$ cat src/rtl/enc8b10b_lanes.sv
// Multi-lane 8b/10b encoder with running disparity chained across lanes and beats,
// one registered valid/ready output stage. Optional K-error counter: ENC_KERR_CNT_EN.

module enc8b10b_lane (
    input  logic [7:0] i_byte,
    input  logic       i_k,
    input  logic       i_rd,
    output logic [9:0] o_code,
    output logic       o_rd,
    output logic       o_kerr
);
    logic [4:0] w_x;
    logic [2:0] w_y;
    logic       w_k28, w_k7, w_unbal6, w_flip6, w_rd4, w_a7, w_unbal4, w_flip4;
    logic [5:0] w_base6, w_six;
    logic [3:0] w_base4, w_four;

    assign w_x    = i_byte[4:0];
    assign w_y    = i_byte[7:5];
    assign w_k28  = i_k && (w_x == 5'd28);
    assign w_k7   = i_k && (w_y == 3'd7) &&
                    (w_x == 5'd23 || w_x == 5'd27 || w_x == 5'd29 || w_x == 5'd30);
    assign o_kerr = i_k && !w_k28 && !w_k7;

    // abcdei as sent from RD-
    always_comb begin
        w_base6 = 6'b000000;
        case (w_x)
            5'd0:  w_base6 = 6'b100111;  5'd1:  w_base6 = 6'b011101;
            5'd2:  w_base6 = 6'b101101;  5'd3:  w_base6 = 6'b110001;
            5'd4:  w_base6 = 6'b110101;  5'd5:  w_base6 = 6'b101001;
            5'd6:  w_base6 = 6'b011001;  5'd7:  w_base6 = 6'b111000;
            5'd8:  w_base6 = 6'b111001;  5'd9:  w_base6 = 6'b100101;
            5'd10: w_base6 = 6'b010101;  5'd11: w_base6 = 6'b110100;
            5'd12: w_base6 = 6'b001101;  5'd13: w_base6 = 6'b101100;
            5'd14: w_base6 = 6'b011100;  5'd15: w_base6 = 6'b010111;
            5'd16: w_base6 = 6'b011011;  5'd17: w_base6 = 6'b100011;
            5'd18: w_base6 = 6'b010011;  5'd19: w_base6 = 6'b110010;
            5'd20: w_base6 = 6'b001011;  5'd21: w_base6 = 6'b101010;
            5'd22: w_base6 = 6'b011010;  5'd23: w_base6 = 6'b111010;
            5'd24: w_base6 = 6'b110011;  5'd25: w_base6 = 6'b100110;
            5'd26: w_base6 = 6'b010110;  5'd27: w_base6 = 6'b110110;
            5'd28: w_base6 = 6'b001110;  5'd29: w_base6 = 6'b101110;
            5'd30: w_base6 = 6'b011110;  default: w_base6 = 6'b101011;
        endcase
        if (w_k28)
            w_base6 = 6'b001111;
    end

    assign w_unbal6 = ($countones(w_base6) != 3);
    assign w_flip6  = w_unbal6 || (w_base6 == 6'b111000);
    assign w_six    = (i_rd && w_flip6) ? ~w_base6 : w_base6;
    assign w_rd4    = i_rd ^ w_unbal6;

    // A7 avoids a run of five equal bits across the e/i..f/g boundary
    assign w_a7 = w_k28 || w_k7 || (!w_rd4 && w_six[1] && w_six[0]) ||
                  (w_rd4 && !w_six[1] && !w_six[0]);

    always_comb begin
        w_base4 = 4'b0000;
        case (w_y)
            3'd0:    w_base4 = 4'b1011;
            3'd1:    w_base4 = 4'b1001;
            3'd2:    w_base4 = 4'b0101;
            3'd3:    w_base4 = 4'b1100;
            3'd4:    w_base4 = 4'b1101;
            3'd5:    w_base4 = 4'b1010;
            3'd6:    w_base4 = 4'b0110;
            default: w_base4 = w_a7 ? 4'b0111 : 4'b1110;
        endcase
    end

    assign w_unbal4 = (w_y == 3'd0) || (w_y == 3'd4) || (w_y == 3'd7);
    // K28 balanced sub-blocks are inverted relative to data so the comma stays intact
    assign w_flip4  = (w_k28 && !w_unbal4 && w_y != 3'd3) ? !w_rd4
                                                          : (w_rd4 && (w_unbal4 || w_y == 3'd3));
    assign w_four   = w_flip4 ? ~w_base4 : w_base4;
    assign o_code   = {w_six, w_four};
    assign o_rd     = w_rd4 ^ w_unbal4;
endmodule

module enc8b10b_lanes #(
    parameter int   LANES   = 1,
    parameter logic INIT_RD = 1'b0
) (
    input  logic               clk,
    input  logic               rst_n,
    input  logic               in_valid,
    output logic               in_ready,
    input  logic [8*LANES-1:0] in_data,
    input  logic [LANES-1:0]   in_k,
    input  logic               rd_clr,
    output logic               out_valid,
    input  logic               out_ready,
    output logic [10*LANES-1:0] out_code,
    output logic [LANES-1:0]   out_kerr,
    output logic               out_rd
`ifdef ENC_KERR_CNT_EN
    ,
    output logic [15:0]        kerr_cnt,
    input  logic               kerr_cnt_clr
`endif
);
    logic                 r_valid, r_rd, r_rd_out;
    logic [10*LANES-1:0]  r_code;
    logic [LANES-1:0]     r_kerr;
    logic                 w_acc;
    logic [LANES:0]       w_rd_chain;
    logic [LANES-1:0][9:0] w_code;
    logic [LANES-1:0]     w_kerr;

    assign in_ready      = !r_valid || out_ready;
    assign w_acc         = in_valid && in_ready;
    assign w_rd_chain[0] = rd_clr ? INIT_RD : r_rd;

    for (genvar g = 0; g < LANES; g++) begin : g_lane
        enc8b10b_lane u_lane (
            .i_byte (in_data[8*g +: 8]),
            .i_k    (in_k[g]),
            .i_rd   (w_rd_chain[g]),
            .o_code (w_code[g]),
            .o_rd   (w_rd_chain[g+1]),
            .o_kerr (w_kerr[g])
        );
    end

    always_ff @(posedge clk or negedge rst_n) begin
        if (!rst_n) begin
            r_valid  <= 1'b0;
            r_code   <= '0;
            r_kerr   <= '0;
            r_rd     <= INIT_RD;
            r_rd_out <= INIT_RD;
        end else if (w_acc) begin
            r_valid  <= 1'b1;
            r_code   <= w_code;
            r_kerr   <= w_kerr;
            r_rd     <= w_rd_chain[LANES];
            r_rd_out <= w_rd_chain[LANES];
        end else begin
            if (rd_clr)
                r_rd <= INIT_RD;
            if (out_ready)
                r_valid <= 1'b0;
        end
    end

    assign out_valid = r_valid;
    assign out_code  = r_code;
    assign out_kerr  = r_kerr;
    assign out_rd    = r_rd_out;

`ifdef ENC_KERR_CNT_EN
    logic [15:0] r_kerr_cnt;
    logic [16:0] w_cnt_sum;

    assign w_cnt_sum = {1'b0, r_kerr_cnt} + 17'($countones(w_kerr));

    always_ff @(posedge clk or negedge rst_n) begin
        if (!rst_n)
            r_kerr_cnt <= 16'd0;
        else if (kerr_cnt_clr)
            r_kerr_cnt <= 16'd0;
        else if (w_acc)
            r_kerr_cnt <= w_cnt_sum[16] ? 16'hFFFF : w_cnt_sum[15:0];
    end

    assign kerr_cnt = r_kerr_cnt;
`endif
endmodule

$ cat config.mk
export PLATFORM = sky130hd
export DESIGN_NAME = enc8b10b_lanes
export DESIGN_NICKNAME = d
export VERILOG_FILES = /design/src/rtl/enc8b10b_lanes.sv
export SDC_FILE = /design/constraint.sdc
export NUM_CORES = 1
export LEC_CHECK = 0
export ABC_AREA = 0
export BUFFER_PORTS_ARGS = -buffer_cell sky130_fd_sc_hd__buf_2
export CAP_MARGIN = 30
export CORE_MARGIN = 2
export CORE_UTILIZATION = 60
export DETAILED_ROUTE_END_ITERATION = 10
export PLACE_DENSITY = 0.85
export SYNTH_ARGS = -nofsm -noshare
export SYNTH_HDL_FRONTEND = slang
export SYNTH_SLANG_ARGS = --single-unit
$ cat constraint.sdc
create_clock -name clk -period 4.8 [get_ports clk]
set_clock_uncertainty 0.05 [all_clocks]
set_input_delay 0.96 -clock clk [delete_from_list [all_inputs] [get_ports clk]]
set_output_delay 0.96 -clock clk [all_outputs]
set_load 0.01 [all_outputs]
Word level (Yosys, flattened, before mapping)
Memories as Yosys holds them, arrays and structs flattened.
Index checks and enable logic that the tools add are counted.
Word-level totals
  latch bits: 0
  output and inout bits: 14
  bits in registers: 14
  memory bits (read-only): 192
  memory bits (writable): 0
  input bits: 14
  logic and storage cells: 74
  memories kept: 1
Memories
  (name not given): words 32, bits a word 6, rd ports 1, clocked after memory_dff 0, wr ports 0, line 28  | case (w_x)
Cells by class
  shift operators: 0
  multiply operators: 0
  div/mod/pow operators: 0
  reduce and logical (&&, ||, !) cells: 34
  add/subtract/negate cells: 5
  order comparisons: 0
  bitwise logic cells: 4
  equality and inequality tests: 15
  mux-type cells: 10
Operators with widths (count)
  $add 32x32->32: 2
  $ne 32x3->1 const B: 1
  $pmux 4 s7: 1
  $eq 5x5->1 const B: 5
  $logic_and 1x1->1: 14
  $eq 3x3->1 const B: 4
  $mux 6: 2
  $logic_or 1x1->1: 11
  $mux 4: 2
  $logic_not 1->1: 7
  $add 1x1->2: 3
  $eq 3x2->1 const B: 2
  $eq 6x6->1 const B: 1
  $not 6->6: 1
  $mux 1: 5
  $not 4->4: 1
  $eq 3x1->1 const B: 1
  $logic_not 3->1: 1
  $ne 3x2->1 const B: 1
  $reduce_bool 2->1: 1
  $xor 1x1->1: 2

Depth between registers and ports, before layout
  depth in word-level cells: 18
  depth in mapped cells: 17
  gate-level depth less buffers: 16

Cells and area by module
From an unflattened synthesis, not the netlist that was laid out.
Second synthesis, totals
  cell total of the unflattened synthesis: 157
  area, all modules: 1490.2 sq um
By module, submodules not included
  enc8b10b_lane: instances 1, sequential area each 0.0 sq um, cells each 125, area an instance 897.1 sq um
  enc8b10b_lanes: instances 1, sequential area each 350.3 sq um, cells each 32, area an instance 593.1 sq um

Worst setup path after synthesis
Ideal clock, no wire load.
  kind: input -> register
  start: in in_data[1]
  end: reg r_code[3] (netlist: out_code[3])
  path buffers: 1
  stages on the path: 17
  slack: 0.355 ns
  data arrival time: 4.259 ns
  data required time: 4.614 ns
  library setup time: 0.136 ns
  cells stage by stage: inv_1 ha_1 nand2_1 and4b_1 or3_4 nor2_2 inv_1 ha_1 fa_1 ha_1 and4bb_2 buf_4 a21boi_0 or2b_1 o211ai_4 mux2i_1 o211ai_1
Between the ends
  word-level cells in the longest chain between the ends: 18
  elaborated cells on any way between the ends: 42
  classes of those cells: 5 x add/sub; 7 x eq/ne; 6 x mux; 3 x bitwise; 20 x reduce/logical; 1 x memory
RTL lines
  from (decl): line 90  | input logic [8*LANES-1:0] in_data,
  parallel branches: the longest is 17 deep, another holds $add 32x32->32
  $mux 4 *: line 77  | assign w_four = w_flip4 ? ~w_base4 : w_base4;
  to (signal assigned): line 136  | r_code <= w_code;
  to (decl): line 105  | logic [10*LANES-1:0] r_code;
Every way passes the cells marked *.
A chain may end at the register's enable or synchronous reset.

Final worst setup path
  start: in in_data[1]
  end: reg r_code[0] (netlist: out_code[0])
The elaborated chain is that of the path after synthesis.

==> flow_metrics.py <==
metrics = {
    "run_status": {
        "outcome": "finished clean",
    },
    "cells_and_area": {
        "layout_common_cells": "buf_2 (27), nand2_1 (22), o21ai_0 (15), ha_1 (14), dfrtp_1 (14)",
        "regArea_um2": 350,
        "final_area_um2": 1760,
        "finalNetCount": 243,
        "area_growth_pct": 12.9,
        "drive_gt1_share_pct": 22.6,
        "n_antenna_cell": 0,
        "n_fill_cell": 217,
        "multi_input_area_um2": 1120,
        "final_common_cell": "buf_2",
    },
    "clock_network": {
        "cts_tree": "built",
        "cts.sinks": 14,
        "cts_max_level": 1,
        "cts_buffers": 3,
        "clk_pin_slew_ns": 0.09,
        "cts_root_buf": "clkbuf_4",
        "clock_latency_ns": 0.28,
        "cts_buffer_depth": 2,
    },
    "setup_path": {
        "path_class": "input port to register",
        "start_kind": "input port",
        "arrival_ns": 4.81,
        "cp_common_cell": "ha_1",
        "worstSetupEndpointType": "register",
        "path_max_fanout": 7,
        "critPathTopFamily": "adder cells",
        "cp_cell_sequence": "buf_2, inv_1, ha_1, and3b_1, a211oi_1, or3_4, nor2_4, ha_1, fa_1, ha_1, and4bb_2, buf_4, xnor2_4, buf_4, and4_1, o21ai_0, a211o_1, nand4_1",
        "critPathMaxStageDelay_ns": 0.40,
        "worstPathRequired_ns": 4.97,
        "cp_num_buf_inv": 4,
        "critPathSlowestCell": "fa_1",
    },
    "synthesis": {
        "syn_nets": 217,
        "synth_top_family_by_area": "simple AND/OR/NAND/NOR gates",
        "synth_area_um2": 1560,
        "ys_warn_count": 0,
        "synthArstFlopShare_pct": 100,
        "ys_seq_area_share_pct": 22.5,
        "synth_cell_types": 53,
        "synth-simple-area-share_pct": 22.8,
        "synth-main-ff-cell": "dfrtp_1",
        "synth-compound-area-share_pct": 22.7,
        "synthCells": 187,
        "synth_edf_count": 0,
        "synth_fa_ha_area_share_pct": 13.8,
        "synth_mux_area_share_pct": 1.28,
        "synth-xor-area-share_pct": 10.7,
        "synth-seq-cells": 14,
        "synth_area_per_cell_um2": 8.34,
    },
    "placement": {
        "io_buffers": 27,
        "gp_congestion": 0.796,
        "placed_cell_area_um2": 1690,
        "place_hpwl_um": 2500,
    },
    "grt": {
        "grt.total_usage_pct": 23.2,
        "grt_max_degree": 30,
        "grt_pass1_vias": 1214,
        "grt_pass1_wl_um": 5090,
        "antenna_found_initial": 0,
        "overflow": 0,
    },
    "timing": {
        "hold_viol": 0,
        "drv_slew": 0,
        "worst_pin_slew_ns": 0.811,
        "fin_setup_tns_ns": 0,
        "fin_crit_ns": 4.64,
        "timing.fmax_mhz": 216,
        "slew_headroom_pct": 45.8,
        "fin_crit_sh_pct": 96.6,
        "finalSetupViolCount": 0,
    },
    "pwr": {
        "p_seq_share_pct": 27.7,
        "p_sw_share_pct": 39.4,
        "power_density_nw_per_um2": 356,
        "clkPwrFrac_pct": 13.7,
        "internal_power_uw": 380,
        "max-vdd-ir-drop_mv": 0.214,
        "power_switching_uw": 247,
        "p_comb_share_pct": 58.6,
        "leakage_nw": 0.793,
    },
    "worst_hold_path": {
        "hold_class": "register to register",
    },
    "die": {
        "core_area_um2": 2480,
        "initial_core_util_pct": 63.0,
        "die_w_um": 55.0,
        "die_area_um2": 3020,
        "dieHeight_um": 55.0,
        "fp-row-count": 18,
        "pin_count": 28,
    },
    "run": {
        "drv_cap": 0,
    },
    "route": {
        "ant_nets": 0,
        "dr_total_vias": 1422,
        "wirelength_um": 3230,
        "drt-initial-drc-count": 27,
        "post_drt_via_cell_ratio": 5.88,
        "drtPass1Iterations": 4,
        "drc": 0,
        "avgRoutedWirePerCell_um": 13.3,
    },
}
-- registers in the layout, indices dropped and copies added, names as in the netlist --
signal     count
out_code      10
out_kerr       1
out_rd         1
out_valid      1
r_rd           1
-- worst min-delay path, delay by kind of cell (launching register included) --
kind	cells	cell delay [ns]
flops	1	0.34
compound gates	1	0.06
simple gates	1	0.04
-- layer usage --
metal	track usage [%]	share of wire, %	up-vias
li1	-	-	709
met1	29.1	44	663
met2	41.7	50	48
met3	2.42	5.1	2
met4	6.50	0.84	0
met5	0	0	-
-- path summary, 6_finish.rpt --
kind / startpoint / end / slack [ns] / cells past startpoint
max: in_data[1] / out_code[0]$_DFFE_PN0P_ / 0.16 / 18
min in group asynchronous: rst_n / r_rd$_DFF_PN0_ / 0.51 / 1
max reg2reg: r_rd$_DFF_PN0_ / out_code[3]$_DFFE_PN0P_ / 2.91 / 6
min: out_code[6]$_DFFE_PN0P_ / out_code[6]$_DFFE_PN0P_ / 0.43 / 2
max in group asynchronous: rst_n / out_code[5]$_DFFE_PN0P_ / 3.95 / 1
min reg2reg: out_code[6]$_DFFE_PN0P_ / out_code[6]$_DFFE_PN0P_ / 0.43 / 2
-- Yosys cell counts (all sizes together) (2+ instances only) --
library cell  number  area share (%)
inv                9             2.2
a211oi             3             1.4
nand3              4             1.3
nor4               2            0.80
and4               2             1.1
o21ai             16             5.1
nor2              12             3.0
o211ai             3             2.3
clkbuf             7             1.7
mux2i              2             1.3
o21a               2            0.96
nor2b              3             1.2
xor2               4             2.2
nand2             22             5.3
ha                14              11
nor3               4             1.3
a311oi             2             1.5
fa                 2             2.6
nor3b              2            0.96
a21boi             2            0.96
a21oi             12             4.3
dfrtp             14              22
buf                6             2.5
xnor2             12             8.4
nand2b             7             2.8
-- layout make-up --
| cell class | count | share of cell area [%] |
|---|---|---|
| clock buffers | 4 | 2.06 |
| inverters | 9 | 1.92 |
| multi-input cells | 151 | 63.4 |
| flip-flops and latches | 14 | 19.9 |
| well taps | 30 | 2.13 |
| repair buffers | 34 | 10.7 |
-- per-stage QoR --
stage,hold slack [ns],total power [mW],worst slack (ns),std cells,util [%]
global placement,0.405,0.495,0.0861,234,68.2
CTS,0.435,0.598,0.256,238,69.7
finish,0.427,0.627,0.165,242,71.1
detailed placement,0.416,0.510,-0.0448,234,68.2
floorplan,0.466,0.424,0.355,187,-
global route,0.459,0.684,-0.0101,242,71.1
-- what timing repair did --
action	4_1_cts	5_1_grt
hold buffers	0	0
buffers inserted	0	4
setup endpoints to repair	0	1
gates resized for setup	0	1
-- kinds of logic (layout without fill, tap and decap cells) --
kind of cell / count (synthesis) / after routing
AOI/OAI and AO/OA: 50 / 50
xor gates and xnor gates: 16 / 16
adders and majority gates: 16 / 16
buffers and inverters: 22 / 47
DFF: 14 / 14
muxes: 2 / 2
and+or+nand+nor: 67 / 67
-- power groups by stage --
stage	Clock [mW]	Combinational, mW	Sequential (mW)
final	0.0858	0.367	0.174
after global routing	0.0935	0.410	0.180
after CTS	0.0897	0.334	0.175
after detailed placement	0	0.333	0.177
after global placement	0	0.319	0.176
after floorplan	0	0.228	0.196
Power figures use the tool's default switching activity.
